--- src/rtl/two_to_four_sequenced_decoder_module.sv ---
// Buffers 2-bit encoded codes in a small FIFO and replays each one as a
// registered one-hot line held for HOLD cycles, with a 1-cycle zero gap
// between consecutive codes.
module two_to_four_sequenced_decoder_module #(
  parameter int DEPTH = 4,
  parameter int HOLD  = 3
) (
  input  logic                     clk,
  input  logic                     reset_n,
  input  logic                     in_valid,
  output logic                     in_ready,
  input  logic [1:0]               in_code,
  output logic [3:0]               out_onehot,
  output logic                     out_valid,
  output logic                     busy,
  output logic [$clog2(DEPTH):0]   count,
  output logic                     stall_seen
);

  localparam int AW = $clog2(DEPTH);
  localparam int CW = AW + 1;
  localparam int TW = $clog2(HOLD) + 1;

  typedef enum logic [1:0] {
    IDLE  = 2'd0,
    DRIVE = 2'd1,
    GAP   = 2'd2
  } state_t;

  state_t          state_q, state_d;
  logic [1:0]      mem [DEPTH];
  logic [AW-1:0]   wr_ptr_q, rd_ptr_q;
  logic [CW-1:0]   count_q;
  logic [TW-1:0]   timer_q, timer_d;
  logic [3:0]      onehot_q, onehot_d;
  logic            valid_q, valid_d;
  logic            stall_q;
  logic            push, pop;
  logic [1:0]      head_code;

  // Ready depends only on registered occupancy, so a full FIFO refuses a
  // push even when the FSM pops on the same edge.
  assign in_ready  = (count_q != CW'(DEPTH));
  assign push      = in_valid && in_ready;
  assign head_code = mem[rd_ptr_q];

  assign out_onehot = onehot_q;
  assign out_valid  = valid_q;
  assign count      = count_q;
  assign stall_seen = stall_q;
  assign busy       = (state_q != IDLE) || (count_q != '0);

  // FIFO storage; contents need no reset since occupancy guards every read.
  always_ff @(posedge clk) begin
    if (push) begin
      mem[wr_ptr_q] <= in_code;
    end
  end

  // FIFO pointers and occupancy; pointer width makes wrap modulo DEPTH.
  always_ff @(posedge clk or negedge reset_n) begin
    if (!reset_n) begin
      wr_ptr_q <= '0;
      rd_ptr_q <= '0;
      count_q  <= '0;
    end else begin
      if (push) begin
        wr_ptr_q <= wr_ptr_q + AW'(1);
      end
      if (pop) begin
        rd_ptr_q <= rd_ptr_q + AW'(1);
      end
      case ({push, pop})
        2'b10:   count_q <= count_q + CW'(1);
        2'b01:   count_q <= count_q - CW'(1);
        default: count_q <= count_q;
      endcase
    end
  end

  // Sticky flag for an offered code that was refused.
  always_ff @(posedge clk or negedge reset_n) begin
    if (!reset_n) begin
      stall_q <= 1'b0;
    end else if (in_valid && !in_ready) begin
      stall_q <= 1'b1;
    end
  end

  // FSM state, hold timer and registered outputs.
  always_ff @(posedge clk or negedge reset_n) begin
    if (!reset_n) begin
      state_q  <= IDLE;
      timer_q  <= '0;
      onehot_q <= '0;
      valid_q  <= 1'b0;
    end else begin
      state_q  <= state_d;
      timer_q  <= timer_d;
      onehot_q <= onehot_d;
      valid_q  <= valid_d;
    end
  end

  // Next-state logic: pop and load from IDLE or GAP, count down in DRIVE.
  always_comb begin
    state_d  = state_q;
    timer_d  = timer_q;
    onehot_d = onehot_q;
    valid_d  = valid_q;
    pop      = 1'b0;
    case (state_q)
      IDLE, GAP: begin
        onehot_d = '0;
        valid_d  = 1'b0;
        if (count_q != '0) begin
          pop      = 1'b1;
          onehot_d = 4'b0001 << head_code;
          valid_d  = 1'b1;
          timer_d  = TW'(HOLD - 1);
          state_d  = DRIVE;
        end else begin
          state_d  = IDLE;
        end
      end
      DRIVE: begin
        if (timer_q != '0) begin
          timer_d = timer_q - TW'(1);
        end else begin
          onehot_d = '0;
          valid_d  = 1'b0;
          state_d  = GAP;
        end
      end
      default: begin
        onehot_d = '0;
        valid_d  = 1'b0;
        state_d  = IDLE;
      end
    endcase
  end

endmodule

--- config.mk ---
export PLATFORM = sky130hd
export DESIGN_NAME = two_to_four_sequenced_decoder_module
export DESIGN_NICKNAME = d
export VERILOG_FILES = /design/src/rtl/two_to_four_sequenced_decoder_module.sv
export SDC_FILE = /design/constraint.sdc
export NUM_CORES = 1
export LEC_CHECK = 0
export ABC_AREA = 0
export CELL_PAD_IN_SITES_DETAIL_PLACEMENT = 1
export CELL_PAD_IN_SITES_GLOBAL_PLACEMENT = 2
export CORE_MARGIN = 4
export CORE_UTILIZATION = 30
export DETAILED_ROUTE_END_ITERATION = 12
export GPL_TIMING_DRIVEN = 0
export HOLD_SLACK_MARGIN = 0.1
export PLACE_DENSITY = 0.74
export SETUP_SLACK_MARGIN = 0.1
export SLEW_MARGIN = 20
export SYNTH_ARGS = -nofsm -noshare
export SYNTH_HDL_FRONTEND = slang
export SYNTH_SLANG_ARGS = --single-unit
export TNS_END_PERCENT = 50
--- constraint.sdc ---
create_clock -name clk -period 2.3 [get_ports clk]
set_input_delay 0.23 -clock clk [delete_from_list [all_inputs] [get_ports clk]]
set_output_delay 0.23 -clock clk [all_outputs]
set_load 0.005 [all_outputs]
# ---- Word-level counts from Yosys, hierarchy flattened
# Memory sizes are Yosys's and may differ from the RTL's.
# Cells that the tools add are included.
dict set report word_totals {
  register_bits 18
  latch_bits 0
  ram_bits 8
  mem_bits_ro 0
  elab_cells 51
  memories 1
}
dict set report op_classes {
  add_sub_neg 5
  n_mul 0
  div 0
  magnitude_cmp 0
  eq_ne 8
  n_shift 1
  muxes 16
  bitwise_logic 0
  reduce_logical 12
}
# name depth width read_ports rd_clocked_by_memory_dff write_ports line
set memory_table {}
lappend memory_table {mem 4 2 1 0 1 31} ;# logic [1:0] mem [DEPTH];
# operator count
set ops {}
lappend ops {{$pmux W3 S2} 2}
lappend ops {{$mux W4} 2}
lappend ops {{$pmux W4 S2} 1}
lappend ops {{$mux W1} 6}
lappend ops {{$mux W3} 2}
lappend ops {{$ne A2 B2 Y1 const B} 3}
lappend ops {{$reduce_bool A2 Y1} 3}
lappend ops {{$reduce_bool A3 Y1} 2}
lappend ops {{$sub A3 B1 Y3 const B} 2}
lappend ops {{$add A2 B1 Y2 const B} 2}
lappend ops {{$eq A2 B1 Y1 const B} 2}
lappend ops {{$eq A2 B2 Y1 const B} 2}
lappend ops {{$pmux W2 S2} 1}
lappend ops {{$shl A1 B2 Y4 const A} 1}
lappend ops {{$add A3 B1 Y3 const B} 1}
lappend ops {{$ne A3 B3 Y1 const B} 1}
lappend ops {{$reduce_and A3 Y1} 1}
lappend ops {{$logic_and A1 B1 Y1} 2}
lappend ops {{$logic_not A2 Y1} 1}
lappend ops {{$mux W2} 1}
lappend ops {{$pmux W1 S2} 1}
lappend ops {{$reduce_or A2 Y1} 1}
lappend ops {{$logic_not A1 Y1} 1}
lappend ops {{$logic_or A1 B1 Y1} 1}

# ---- Logic depth before layout (Yosys ltp)
# Gate-level depths: netlist (run 1).
dict set report depth {
  word_depth 5
  mapped_depth 9
  ltp_nobuf 9
}

# ---- Worst setup path before layout (run 1)
# OpenSTA, ideal clock, no wires.
dict set report synth_timing {
  path_kind {flip-flop to flip-flop}
  start {register count_q[1], in the netlist count[1]}
  end {register count_q[2], in the netlist count[2]}
  setup_time_ps 79
  arrival_time_ps 1794
  setup_slack_ps 427
  path_stages_with_launch 10
  path_cell_list {dfrtp_1 nor3b_2 nor2b_2 inv_1 ha_1 inv_1 fa_1 xor2_1 nor2_1 xor2_1}
}
dict set report synth_via {
  elab_chain_cells 5
}
# item line
set synth_rtl {}
lappend synth_rtl {{start, declared} 33} ;# logic [CW-1:0] count_q;
lappend synth_rtl {{start signal, assigned} 74} ;# 2'b10: count_q <= count_q + CW'(1);
lappend synth_rtl {{start signal, assigned} 75} ;# 2'b01: count_q <= count_q - CW'(1);
lappend synth_rtl {{start signal, assigned} 76} ;# default: count_q <= count_q;
lappend synth_rtl {{$reduce_bool A3 Y1} 116} ;# if (count_q != '0) begin
lappend synth_rtl {{$mux W1} 116}
lappend synth_rtl {{$mux W1} 112} ;# case (state_q)
lappend synth_rtl {{$eq A2 B1 Y1 / $eq A2 B2 Y1 (equally long branches)} 73} ;# case ({push, pop})
lappend synth_rtl {{$pmux W3 S2 / $reduce_bool A2 Y1 (equally long branches)} -}
# Several ways; a longest one is shown, not always the timed one.
# A chain may end at the register's enable or synchronous reset.

# ---- Worst setup path after layout (run 1)
dict set report layout_timing {
  start {register count_q[1], in the netlist count[1]}
  end {output busy}
}
dict set report layout_via {
  elab_chain_cells 2
}
# item line
set layout_rtl {}
lappend layout_rtl {{$reduce_bool A3 Y1} 51} ;# assign busy = (state_q != IDLE) || (count_q != '0);
lappend layout_rtl {{$logic_or A1 B1 Y1} 51}
lappend layout_rtl {{end, declared} 15} ;# output logic busy,
# Every way passes these cells.

==> results of run 1 <==
==> area by class of cell <==
cell class | instances | share of cell area [%]
multi-input cells | 47 | 31.4
well taps | 48 | 4.28
inverters | 11 | 2.94
flip-flops and latches | 25 | 47.5
repair buffers | 15 | 10.7
clock buffers | 4 | 3.21
==> Yosys cell counts <==
master	number	share of area, %
edfxtp_1	8	21
nor2b_2	1	0.77
nor2_1	2	0.66
a22o_1	2	1.5
o21ai_1	2	0.88
mux2_1	1	0.99
nand2_1	5	1.6
a2bb2oi_1	1	0.77
and2_1	4	2.2
o22ai_1	1	0.55
a21o_1	1	0.66
or3b_1	1	0.77
nor3_2	2	1.8
o21ai_0	1	0.44
a32o_2	2	2.0
xor2_1	4	3.1
fa_1	1	1.8
and3b_1	1	0.77
nor2_2	1	0.55
xnor2_1	2	1.5
inv_1	11	3.6
nor3b_2	3	3.3
mux4_2	2	3.9
ha_1	7	7.7
dfrtp_1	17	37
==> kinds of logic (layout without fill, tap and decap cells) <==
logic type	Yosys count	count (layout)	synth area share (%)
AOI/OAI and AO/OA	10	10	6.79
muxes	3	3	4.93
adders and majority gates	8	8	9.42
xor gates and xnor gates	6	6	4.60
buffers and inverters	11	30	3.61
DFF	25	25	58.3
and+or+nand+nor	20	20	12.4
==> metrics by stage <==
stage / hold WS [ns] / instances / util (%) / power, mW / area (um^2)
global placement: 0.444 / 146 / 36.9 / 1.55 / 1350
global route: 0.482 / 150 / 38.3 / 2.01 / 1400
finish: 0.410 / 150 / 38.3 / 1.83 / 1400
CTS: 0.443 / 150 / 38.2 / 1.86 / 1400
detailed placement: 0.473 / 146 / 36.9 / 1.60 / 1350
floorplan: -0.0656 / 83 / - / 1.29 / 1140
==> power groups by stage <==
| stage | clock network [mW] | logic (mW) | registers, mW |
|---|---|---|---|
| global placement | 0 | 0.780 | 0.773 |
| finish | 0.255 | 0.806 | 0.770 |
| detailed placement | 0 | 0.821 | 0.779 |
| CTS | 0.272 | 0.822 | 0.770 |
| floorplan | 0 | 0.537 | 0.751 |
| global route | 0.287 | 0.920 | 0.799 |
==> state kept, by name (all words and copies together) (netlist names) <==
signal      cells
count           3
mem             8
out_onehot      4
rd_ptr_q        2
stall_seen      1
state_q         2
timer_q         3
wr_ptr_q        2
==> how the worst max path moves through the flow <==
| stage | endpoint | slack (ns) | from |
|---|---|---|---|
| after floorplan | count[2] | 0.43 | count[1] |
| after global placement | count[2] | 0.27 | count[0] |
| after detailed placement | count[1] | 0.22 | in_valid |
| after CTS | count[2] | 0.21 | count[1] |
| after global routing | count[2] | 0.11 | count[0] |
| final | busy | 0.26 | count[1] |
==> what timing repair did <==
action	CTS	global route
hold buffers	0	0
resized for setup	0	2
endpoints found under the setup margin	0	1
==> routing by layer <==
metal / up-vias / routed length [um] / global-route usage [%]
li1: 320 / - / -
met1: 334 / 894 / 10.9
met2: 15 / 969 / 15.0
met3: 4 / 123 / 4.35
met4: 0 / 17 / 1.91
met5: - / 0 / 0
==> impl_summary.txt, run 1 <==
----------------------------------------------------
[Outcome]
  Run status ... complete, no violations

[STA]
  Final cycle utilization of the critical path ... 88.5%
  Setup repair after global routing missed its margin ... no
  Final count of pins violating max slew ... 0
  Crit path time final ... ~2.0 ns
  Fmax achieved ... ~490 MHz
  Final setup skew ... between 0.003 and 0.004 ns
  Worst slew pin tran ... about 0.78 ns
  Final setup fails ... 0
  Summed negative setup slack over all endpoints ... 0 ns
  Worst slew margin relative to its limit ... 48.0%
  Hold Fails Final Rpt ... 0
  Final setup slack of the worst path ... approximately 0.26 ns

[Placement]
  Count of buffers from port buffering ... 15
  Routability-driven placement congestion ratio ... between 0.6 and 0.7
  Half-perimeter wire length after detailed placement ... 1580 um
  Minimum setup slack after placement ... approximately 0.22 ns

[Floorplan]
  # rows ... 22
  I/O pin total ... 16
  Chip width ... approximately 70 um
  Initial cell density of the core ... 31.2%
  DIE AREA ... between 4000 and 5000 um^2
  Core region area ... 3660 um^2
  Vertical die dimension ... approximately 70 um

[Yosys]
  Mean instance size in the synthesized netlist ... 13.8 um^2
  Sequential fraction of the synthesis area ... approximately three fifths
  Number of warnings printed during yosys synthesis ... 0
  Count of different cell masters after synthesis ... 25
  FF+latch count, synth ... 25
  Cells after Synth ... 83
  Net count of the mapped netlist ... 96
  Post-Syn Area ... about 1100 um^2

[Worst setup path]
  Count of buffering cells on the critical path with inverters included ... 1
  Crit path launch type ... register
  Worst reg2reg path depth ... 9
  Depth of the critical timing path with buffers and inverters included ... 3
  Chain of cells forming the critical path ... nor3_2 -> nand2_1 -> clkdlybuf4s50_1
  Max stage delay cell, worst path ... nor3_2
  Critical path peak fanout ... 5
  Element type at the critical path end ... output port
  Reg2Reg Capture Point ... count[2]
  Worst r2r src ... count[0]
  Critical path's largest stage delay ... approximately 0.50 ns
  Required time at the worst-slack endpoint ... slightly above 2 ns
  CP Class ... reg2out
  Cell family contributing the most delay on the critical path ... simple AND/OR/NAND/NOR gates
  Register-to-Register Setup Slack ... 0.27 ns
  Endpoint arrival time on the critical path ... 1.81 ns

[Run]
  Maximum capacitance violations ... 0

[Layout]
  Synth-to-Final Area Change ... 22.9%
  Net count of the finished layout ... between 100 and 150
  Area of combinational cells with multiple inputs ... roughly 440 um^2
  Most used cells in the layout excluding fill and tap cells ... dfrtp_1, clkdlybuf4s50_1, inv_1
  Total of fill cells in the finished design ... about 400
  Sequential cell area in the final layout ... 667 um^2
  Most common cell after layout, fill and taps aside ... dfrtp_1
  Fraction of layout instances using a drive strength above 1 ... ~15%
  Diodes inserted ... 0

[Detailed routing]
  Violation count after the first detailed-routing iteration ... 21
  Post-DR vias/cell ... between 4 and 5
  Wire length per cell ... 13.4 um
  Count of nets left with antenna violations after detail routing ... 0
  Number of iterations in the first detailed-routing pass ... 3
  DR DRC count ... 0
  Total via count after detailed routing ... 673
  Wire length after detailed routing ... around 2000 um

[Clock tree]
  Buffers inserted during post-CTS setup optimization ... 0
  Inserted Clock Buffers ... 3
  TritonCTS clock tree ... built
  Num Clock Sinks ... 25
  Latest clock arrival within the worst-skew pair ... ~0.27 ns
  Library cell used as clock root buffer ... clkbuf_8
  Clock-pin slew on the worst setup and hold paths ... approximately 0.080 ns
  Level count of the clock H-tree ... 1
  Clock tree buffer depth ... 2

[Global route]
  Global routing usage summed across all routing layers ... under 10%
  Antenna violations before repair ... 0
  Pin count of the biggest net entering global routing ... 18
  Global-route wire length before repair ... around 3500 um
  Residual overflow from global routing ... 0
  Vias in the first global route ... slightly above 700

[Pwr]
  Leakage dissipation ... 0.600 nW
  Total power divided by cell area ... between 1000 and 1500 nW/um^2
  Power share of the clock group ... approximately 14%
  Internal power component ... about 1.2 mW
  Sw power ... about 0.65 mW
  Sequential fraction of design power ... a little over two fifths
  Sw Share ... roughly 36%
  Worst vdd rail ir drop ... ~0.50 mV
  Fraction of power consumed by combinational cells ... 44.0%

[Min path]
  HP Class ... in2async

----------------------------------------------------
Power figures use the tool's default switching activity.
==> run 2, diff against run 1 <==
SLEW_MARGIN = not set   (was 20)
==> results of run 2 <==
No change in the layout: final DEF, timing and power equal those of run 1.
